`src/rtl/pc_gen_ras.sv`:
```
// Fetch-stage program counter with prioritised redirects (trap, then EX redirect),
// call/return hint prediction and a small circular return-address stack.
module pc_gen_ras #(
  parameter int unsigned     XLEN         = 32,
  parameter logic [XLEN-1:0] RESET_VECTOR = 32'h0000_0000,
  parameter int unsigned     RAS_DEPTH    = 4,
  parameter int unsigned     ALIGN_BITS   = 2
) (
  input  logic                         clk,
  input  logic                         rst_n,
  input  logic                         stall,
  input  logic                         trap_valid,
  input  logic [XLEN-1:0]              trap_target,
  input  logic                         redirect_valid,
  input  logic [XLEN-1:0]              redirect_target,
  input  logic                         pred_call,
  input  logic [XLEN-1:0]              pred_call_target,
  input  logic                         pred_ret,
  output logic [XLEN-1:0]              pc,
  output logic                         pc_valid,
  output logic                         misalign_err,
  output logic [$clog2(RAS_DEPTH):0]   ras_count
);

  localparam int unsigned     PTR_W      = $clog2(RAS_DEPTH);
  localparam int unsigned     CNT_W      = PTR_W + 1;
  localparam logic [XLEN-1:0] INC        = XLEN'(1) << ALIGN_BITS;
  localparam logic [XLEN-1:0] ALIGN_MASK = INC - XLEN'(1);
  localparam logic [CNT_W-1:0] CNT_FULL  = CNT_W'(RAS_DEPTH);

  logic [XLEN-1:0]  r_pc;
  logic             r_pc_valid;
  logic             r_misalign;
  logic [CNT_W-1:0] r_count;
  logic [PTR_W-1:0] r_top;          // next free slot; top entry sits at r_top-1
  logic [XLEN-1:0]  r_ras [RAS_DEPTH];

  logic [XLEN-1:0]  w_pc_inc;
  logic [XLEN-1:0]  w_raw;
  logic [XLEN-1:0]  w_next_pc;
  logic [PTR_W-1:0] w_top_idx;
  logic [PTR_W-1:0] w_top_next;
  logic [CNT_W-1:0] w_count_next;
  logic             w_load;
  logic             w_push;
  logic             w_pop;
  logic             w_clear;
  logic             w_misalign_next;

  assign w_pc_inc  = r_pc + INC;
  assign w_top_idx = r_top - PTR_W'(1);

  // Hints are ignored until the PC is valid, so no push/pop can happen in reset.
  always_comb begin
    w_raw   = '0;
    w_load  = 1'b0;
    w_push  = 1'b0;
    w_pop   = 1'b0;
    w_clear = 1'b0;
    w_next_pc = r_pc;
    if (trap_valid) begin
      w_raw   = trap_target;
      w_load  = 1'b1;
      w_clear = 1'b1;
    end else if (redirect_valid) begin
      w_raw  = redirect_target;
      w_load = 1'b1;
    end else if (stall || !r_pc_valid) begin
      w_next_pc = r_pc;
    end else if (pred_ret) begin
      if (r_count != '0) begin
        w_raw  = r_ras[w_top_idx];
        w_load = 1'b1;
        w_pop  = 1'b1;
      end else begin
        w_next_pc = w_pc_inc;
      end
    end else if (pred_call) begin
      w_raw  = pred_call_target;
      w_load = 1'b1;
      w_push = 1'b1;
    end else begin
      w_next_pc = w_pc_inc;
    end
    if (w_load) begin
      w_next_pc = w_raw & ~ALIGN_MASK;
    end
  end

  assign w_misalign_next = w_load && ((w_raw & ALIGN_MASK) != '0);

  always_comb begin
    w_count_next = r_count;
    w_top_next   = r_top;
    if (w_clear) begin
      w_count_next = '0;
      w_top_next   = '0;
    end else if (w_pop) begin
      w_count_next = r_count - CNT_W'(1);
      w_top_next   = r_top - PTR_W'(1);
    end else if (w_push) begin
      // A full stack overwrites its oldest entry; the count saturates.
      w_count_next = (r_count == CNT_FULL) ? r_count : r_count + CNT_W'(1);
      w_top_next   = r_top + PTR_W'(1);
    end
  end

  always_ff @(posedge clk or negedge rst_n) begin
    if (!rst_n) begin
      r_pc       <= RESET_VECTOR;
      r_pc_valid <= 1'b0;
      r_misalign <= 1'b0;
      r_count    <= '0;
      r_top      <= '0;
    end else begin
      r_pc       <= w_next_pc;
      r_pc_valid <= 1'b1;
      r_misalign <= w_misalign_next;
      r_count    <= w_count_next;
      r_top      <= w_top_next;
    end
  end

  always_ff @(posedge clk) begin
    if (w_push) begin
      r_ras[r_top] <= w_pc_inc;
    end
  end

  assign pc           = r_pc;
  assign pc_valid     = r_pc_valid;
  assign misalign_err = r_misalign;
  assign ras_count    = r_count;

endmodule

```
`config.mk`:
```
export PLATFORM = sky130hd
export DESIGN_NAME = pc_gen_ras
export DESIGN_NICKNAME = d
export VERILOG_FILES = /design/src/rtl/pc_gen_ras.sv
export SDC_FILE = /design/constraint.sdc
export NUM_CORES = 1
export LEC_CHECK = 0
export CAP_MARGIN = 10
export CORE_MARGIN = 4
export CORE_UTILIZATION = 40
export DETAILED_ROUTE_END_ITERATION = 10
export GPL_TIMING_DRIVEN = 0
export HOLD_SLACK_MARGIN = 0.05
export SYNTH_ARGS = -nofsm -noshare
export SYNTH_HDL_FRONTEND = slang
export SYNTH_SLANG_ARGS = --single-unit
```
`constraint.sdc`:
```
create_clock -name clk -period 4.2 [get_ports clk]
set_input_delay 0.84 -clock clk [delete_from_list [all_inputs] [get_ports clk]]
set_output_delay 0.84 -clock clk [all_outputs]
set_load 0.05 [all_outputs]
```
After elaboration in Yosys (flattened, before gate mapping)
Memory sizes are Yosys's and may differ from the RTL's.
Cells that the tools add are included.

cells by class
  $add $sub $neg = 5
  eq/ne operators = 7
  muxes and demuxes = 37
  reductions and logical operators = 8

operators with widths
  cell                                                                 number
  32-bit two-way mux                                                   13
  32-bit by 3-bit adder with 32-bit output (second input constant)     1
  32-bit nonzero test                                                  1
  1-bit two-way mux                                                    17
  3-bit two-way mux                                                    4
  2-bit two-way mux                                                    3
  3-bit != test (second input constant)                                2
  3-bit nonzero test                                                   2
  5-bit AND reduction                                                  1
  2-bit by 1-bit != test with 1-bit output (second input constant)     2
  3-bit by 1-bit adder with 3-bit output (second input constant)       1
  3-bit equality test (second input constant)                          1
  3-bit by 1-bit != test with 1-bit output (second input constant)     1
  3-bit by 1-bit subtractor with 3-bit output (second input constant)  1
  2-bit by 1-bit adder with 2-bit output (second input constant)       1
  2-bit != test (second input constant)                                1
  2-bit AND reduction                                                  1
  2-bit by 1-bit subtractor with 2-bit output (second input constant)  1
  1-bit logical AND                                                    1
  1-bit logical NOT                                                    1
  1-bit logical OR                                                     1

word-level totals
  bits in registers = 39
  RAM bits = 128
  input bits = 103
  output and inout bits = 37
  word-level logic and storage cells = 63
  memories = 1

memory list
  memory  depth  width  read ports  clocked after Yosys merged registers in  wr ports  RTL line  source
  r_ras   4      32     1           0                                        1         36        logic [XLEN-1:0] r_ras [RAS_DEPTH];

Longest topological paths before layout
An unclocked memory read counts as a cell.

  depth in word-level cells = 9
  depth in mapped cells = 11
  mapped depth without buffers = 7

Least setup slack after synthesis
OpenSTA, ideal clock, no wires.

  path kind = reg2reg
  start = reg r_top[0]
  end = reg r_pc[22] (netlist: pc[22])
  library setup time = 0.118 ns
  arrival time = 2.949 ns
  data required time = 4.082 ns
  path slack = 1.133 ns
  cell stages (with the launch flop) = 11
  buffers on the path = 4
  clock period less this slack = 3.067 ns
  cell sequence = dfrtp_1 -> clkbuf_1 -> buf_1 -> inv_1 -> ha_1 -> clkbuf_1 -> clkbuf_1 -> mux4_2 -> a222oi_1 -> o21ai_0 -> a21o_1

on the way
  word-level cells in the longest chain between the ends = 8

ends and longest elaborated chain
  what                                         RTL line  source
  start: declaration                           35        logic [PTR_W-1:0] r_top;
  start signal: assignment                     120       r_top <= w_top_next;
  2-bit by 1-bit subtractor with 2-bit output  51        assign w_top_idx = r_top - PTR_W'(1);
  memory 4 x 32 bit                            n/a
  32-bit two-way mux                           71        if (r_count != '0) begin
  32-bit two-way mux                           70        end else if (pred_ret) begin
  32-bit two-way mux                           68        end else if (stall || !r_pc_valid) begin
  32-bit two-way mux                           65        end else if (redirect_valid) begin
  32-bit two-way mux                           61        if (trap_valid) begin
  32-bit two-way mux                           85        if (w_load) begin
  end signal: assignment                       116       r_pc <= w_next_pc;
  end: declaration                             31        logic [XLEN-1:0] r_pc;

Every way passes these cells.
A chain may end at the register's enable or synchronous reset.

Worst setup path after layout
Same ends and word-level chain as after synthesis.

==> out/metrics.csv <==
stage,metric,value,unit
floorplanning,standard-cell rows,50,
power,power per standard cell area,397,mW/mm^2
detailed_routing,total number of vias,5979,
setup_path,kind of critical path,flip-flop to flip-flop,
grt,vias in the first global route,6068,
floorplanning,count of boundary I/O pins,140,
setup_path,category of the worst setup path capture point,flip-flop,
logic_synthesis,Synth Area in Adders,1.07,%
logic_synthesis,Post-synth ARST share,23.6,%
logic_synthesis,Syn Inst Count,587,
sta,slew of the pin with the lowest slew margin,1160,ps
grt,overall overflow remaining after global route,0,
floorplanning,height of the die,147,um
layout,layout filler cell count,1587,
setup_path,worst-path fanout max,10,
logic_synthesis,"Cell Area, Synth",0.00769,mm^2
clocking,number of buffers inserted during clock tree synthesis,17,
logic_synthesis,Yosys top cell area share,46.8,%
placed_design,placed cell area,0.00949,mm^2
layout,area grow syn2layout,30.6,%
setup_path,arrival time reported for the critical path endpoint,3960,ps
logic_synthesis,count of cell types in the netlist,70,
detailed_routing,remaining design rule violation count,0,
sta,slack of the critical path,558,ps
floorplanning,initial standard-cell utilization of the core,40.9,%
job,maximum capacitance violations,0,
placed_design,count of buffers from port buffering,137,
floorplanning,Core Footprint,0.0188,mm^2
setup_path,CP top delay family,buffers and inverters,
detailed_routing,routed vias/inst,5.84,
setup_path,worst path buffer plus inverter count,5,
clocking,worst skew pair latency,430,ps
detailed_routing,First DRT Iteration DRCs,747,
logic_synthesis,#FFs+latches synth,157,
sta,Pins Over Slew Limit,0,
logic_synthesis,Yosys Warn Count,0,
run_status,outcome,"finished, final reports clean",
hold_path,path category of the worst min-delay check,primary input to asynchronous set/reset pin,
placed_design,Detailed Place HPWL,17800,um
grt,maximum number of pins on one net before global-route repair,29,
logic_synthesis,fraction of synthesized area in multiplexers,9.30,%
grt,global-route usage over all layers,23.4,%
setup_path,cell chain of the critical path,clkbuf_1 -> clkbuf_2 -> inv_1 -> ha_1 -> clkbuf_1 -> clkbuf_1 -> mux4_2 -> a222oi_1 -> o21ai_0 -> a21o_1,
sta,total negative setup slack,0,ps
logic_synthesis,xor/xnor cell area share of the yosys netlist,3.07,%
sta,RSZ-0062 raised after global routing,no,
logic_synthesis,fraction of the mapped netlist area in compound gates,13.6,%
logic_synthesis,share of synthesized area occupied by flip-flops and latches,58.9,%
placed_design,Setup WS pre-CTS,206,ps
clocking,clk root buf,sky130_fd_sc_hd__clkbuf_16,
clocking,H-Tree Level Count,4,
detailed_routing,mean routed wirelength per cell,24.4,um
floorplanning,die area,0.0215,mm^2
sta,relative slew slack,21.3,%
setup_path,worst reg-to-reg setup slack,560,ps
sta,Clock Skew,10.8,ps
detailed_routing,post-detailed-route count of antenna-violating nets,0,
setup_path,CP max-delay cell,sky130_fd_sc_hd__clkbuf_1,
setup_path,cell type with the highest occurrence count on the critical path,sky130_fd_sc_hd__clkbuf_1,
sta,count of final hold-check violations,0,
detailed_routing,Pre-antenna DRT Iters,7,
logic_synthesis,number of flops mapped to enable cells by yosys,120,
grt,initial antenna violation count,0,
clocking,clock-pin slew reported for the worst setup and hold paths after clock tree synthesis,60,ps
setup_path,delay of the slowest cell on the worst path,640,ps
logic_synthesis,leading register cell type out of synthesis,sky130_fd_sc_hd__edfxtp_1,
logic_synthesis,post-synthesis cell type with the largest combined area,sky130_fd_sc_hd__edfxtp_1,
setup_path,Critical Path Source Type,flip-flop,
logic_synthesis,simple-gate area share of the yosys netlist,10.7,%
power,P_leak,0.00335,uW
clocking,number of clock sinks seen by CTS,157,
detailed_routing,aggregate routed wire length,25000,um
clocking,number of buffers inserted for hold repair after clock tree synthesis,0,
layout,number of nets at the end of the flow,859,
layout,n_diodes,0,
setup_path,data required time at the worst endpoint,4520,ps
sta,final setup violation count,0,
floorplanning,chip width,147,um
logic_synthesis,average footprint of a synthesized cell,13.1,um^2
logic_synthesis,synth top area cells,"sky130_fd_sc_hd__edfxtp_1 (47%), sky130_fd_sc_hd__dfrtp_1 (12%), sky130_fd_sc_hd__mux4_2 (8.8%)",
placed_design,# placed instances,990,
layout,final instance area,0.0100,mm^2
layout,"number of standard cells in the layout, taps in and fillers out",1023,
placed_design,weighted congestion reported at the end of routability-driven placement,0.848,
grt,global-route wire length before repair,37500,um
clocking,TritonCTS clock tree,done,
power,overall power after layout,3990,uW
layout,layout cells sized above 1,14.0,%
sta,max frequency,275,MHz
logic_synthesis,combinational family with the most area after synthesis,compound AO/OA/AOI/OAI gates,
sta,part of the cycle the worst path needs,86.7,%
clocking,"buffers from clock root to sink, at most",2,
power,VDD IR max,0.000315,V
sta,Tmin final,3640,ps
==> cells in the mapped netlist, drive strengths merged, types with 4 or more instances <==
| library cell | instances |
|---|---|
| o21ai | 47 |
| clkbuf | 26 |
| dfrtp | 37 |
| a21oi | 11 |
| ha | 5 |
| edfxtp | 120 |
| o221ai | 8 |
| nand2 | 60 |
| o211ai | 8 |
| nor4 | 5 |
| a211oi | 10 |
| a222oi | 4 |
| or3 | 4 |
| a22oi | 13 |
| mux2i | 4 |
| buf | 17 |
| a31oi | 13 |
| a21o | 8 |
| mux4 | 30 |
| nor2 | 30 |
| nand3 | 19 |
| xnor2 | 24 |
| nor3 | 8 |
| and2 | 5 |
| inv | 7 |
| nand4 | 10 |
| o311ai | 10 |
==> cells by family (layout without fill, tap and decap cells) <==
family | Yosys count | count (layout)
other cells | 2 | 3
mux | 34 | 34
flops | 157 | 157
compound gates | 152 | 152
fa+ha+maj | 6 | 6
simple gates | 158 | 158
xor+xnor | 27 | 27
buf+inv | 51 | 226
==> where the power goes <==
part | internal [uW] | total [uW] | switching, uW
Clock | 809 | 1440 | 631
Combinational | 293 | 734 | 441
Sequential | 1750 | 1820 | 73.0
==> metrics by stage <==
stage / hold slack, ps / util [%]
6_report: 290 / 53.4
5_1_grt: 298 / 53.4
4_1_cts: 288 / 53.3
3_5_place_dp: 601 / 50.4
3_3_place_gp: 584 / 49.9
2_1_floorplan: 544 / -
==> sequential cells by signal, indices dropped and copies added (netlist names) <==
name / flops
pc_valid: 1
pc: 30
r_top: 2
r_ras: 120
ras_count: 3
misalign_err: 1
==> cells in the final DEF (no fill, tap or decap), types with 4 or more instances in the layout <==
cell,instances
sky130_fd_sc_hd__nand4_1,9
sky130_fd_sc_hd__mux4_2,30
sky130_fd_sc_hd__clkbuf_16,17
sky130_fd_sc_hd__a31oi_1,13
sky130_fd_sc_hd__a22oi_1,13
sky130_fd_sc_hd__mux2i_1,4
sky130_fd_sc_hd__buf_2,11
sky130_fd_sc_hd__dfrtp_1,37
sky130_fd_sc_hd__edfxtp_1,120
sky130_fd_sc_hd__nor3_1,7
sky130_fd_sc_hd__a222oi_1,4
sky130_fd_sc_hd__and2_2,4
sky130_fd_sc_hd__o21ai_0,40
sky130_fd_sc_hd__a21o_1,7
sky130_fd_sc_hd__inv_1,7
sky130_fd_sc_hd__o221ai_1,8
sky130_fd_sc_hd__clkbuf_1,23
sky130_fd_sc_hd__nand2_1,60
sky130_fd_sc_hd__nor2_1,30
sky130_fd_sc_hd__ha_1,5
sky130_fd_sc_hd__xnor2_1,24
sky130_fd_sc_hd__a211oi_1,9
sky130_fd_sc_hd__nand3_1,18
sky130_fd_sc_hd__o211ai_1,8
sky130_fd_sc_hd__o311ai_1,10
sky130_fd_sc_hd__clkinv_4,4
sky130_fd_sc_hd__clkinv_2,4
sky130_fd_sc_hd__buf_12,5
sky130_fd_sc_hd__clkdlybuf4s50_1,136
sky130_fd_sc_hd__o21ai_1,7
sky130_fd_sc_hd__a21oi_1,11
==> per-layer routing <==
| metal | vias to the layer above | wire (um) | GRT usage (%) |
|---|---|---|---|
| met3 | 30 | 1870 | 4.78 |
| met2 | 277 | 12200 | 38.4 |
| met5 | - | 0 | 0 |
| met4 | 0 | 409 | 6.77 |
| met1 | 3037 | 10500 | 31.7 |
| li1 | 2635 | - | - |
==> what timing repair did <==
action	4_1_cts	5_1_grt
setup buffers	0	0
setup endpoints to repair	0	12
gates resized for setup	0	2
==> worst paths after layout <==
path,startpoint,end,cells after the start
setup / recovery,r_top[0],pc[22],10
hold / removal,rst_n,pc[6],1
setup reg to reg,r_top[0],pc[22],10
hold reg to reg,pc[11],pc[11],2
max in group asynchronous,rst_n,pc[10],2
min in group clk,pc[11],pc[11],2
==> worst register-to-register path, cell delays in order (launching register included) <==
cell and delay, ps:
sky130_fd_sc_hd__dfrtp_1 380, sky130_fd_sc_hd__clkbuf_1 300, sky130_fd_sc_hd__clkbuf_2 430, sky130_fd_sc_hd__inv_1 130, sky130_fd_sc_hd__ha_1 300, sky130_fd_sc_hd__clkbuf_1 340, sky130_fd_sc_hd__clkbuf_1 640, sky130_fd_sc_hd__mux4_2 410
sky130_fd_sc_hd__a222oi_1 310, sky130_fd_sc_hd__o21ai_0 120, sky130_fd_sc_hd__a21o_1 180
==> final cells by class <==
class | instances | area, um^2 | share of cell area [%]
flip-flops and latches | 157 | 4530 | 45.1
multi-input cells | 380 | 2920 | 29.1
repair buffers | 143 | 1470 | 14.6
clock buffers | 17 | 425 | 4.23
well taps | 260 | 325 | 3.24
plain buffers | 43 | 223 | 2.22
clock inverters | 15 | 124 | 1.23
inverters | 8 | 30.0 | 0.299
No activity file was read; power rests on OpenSTA's default activity.
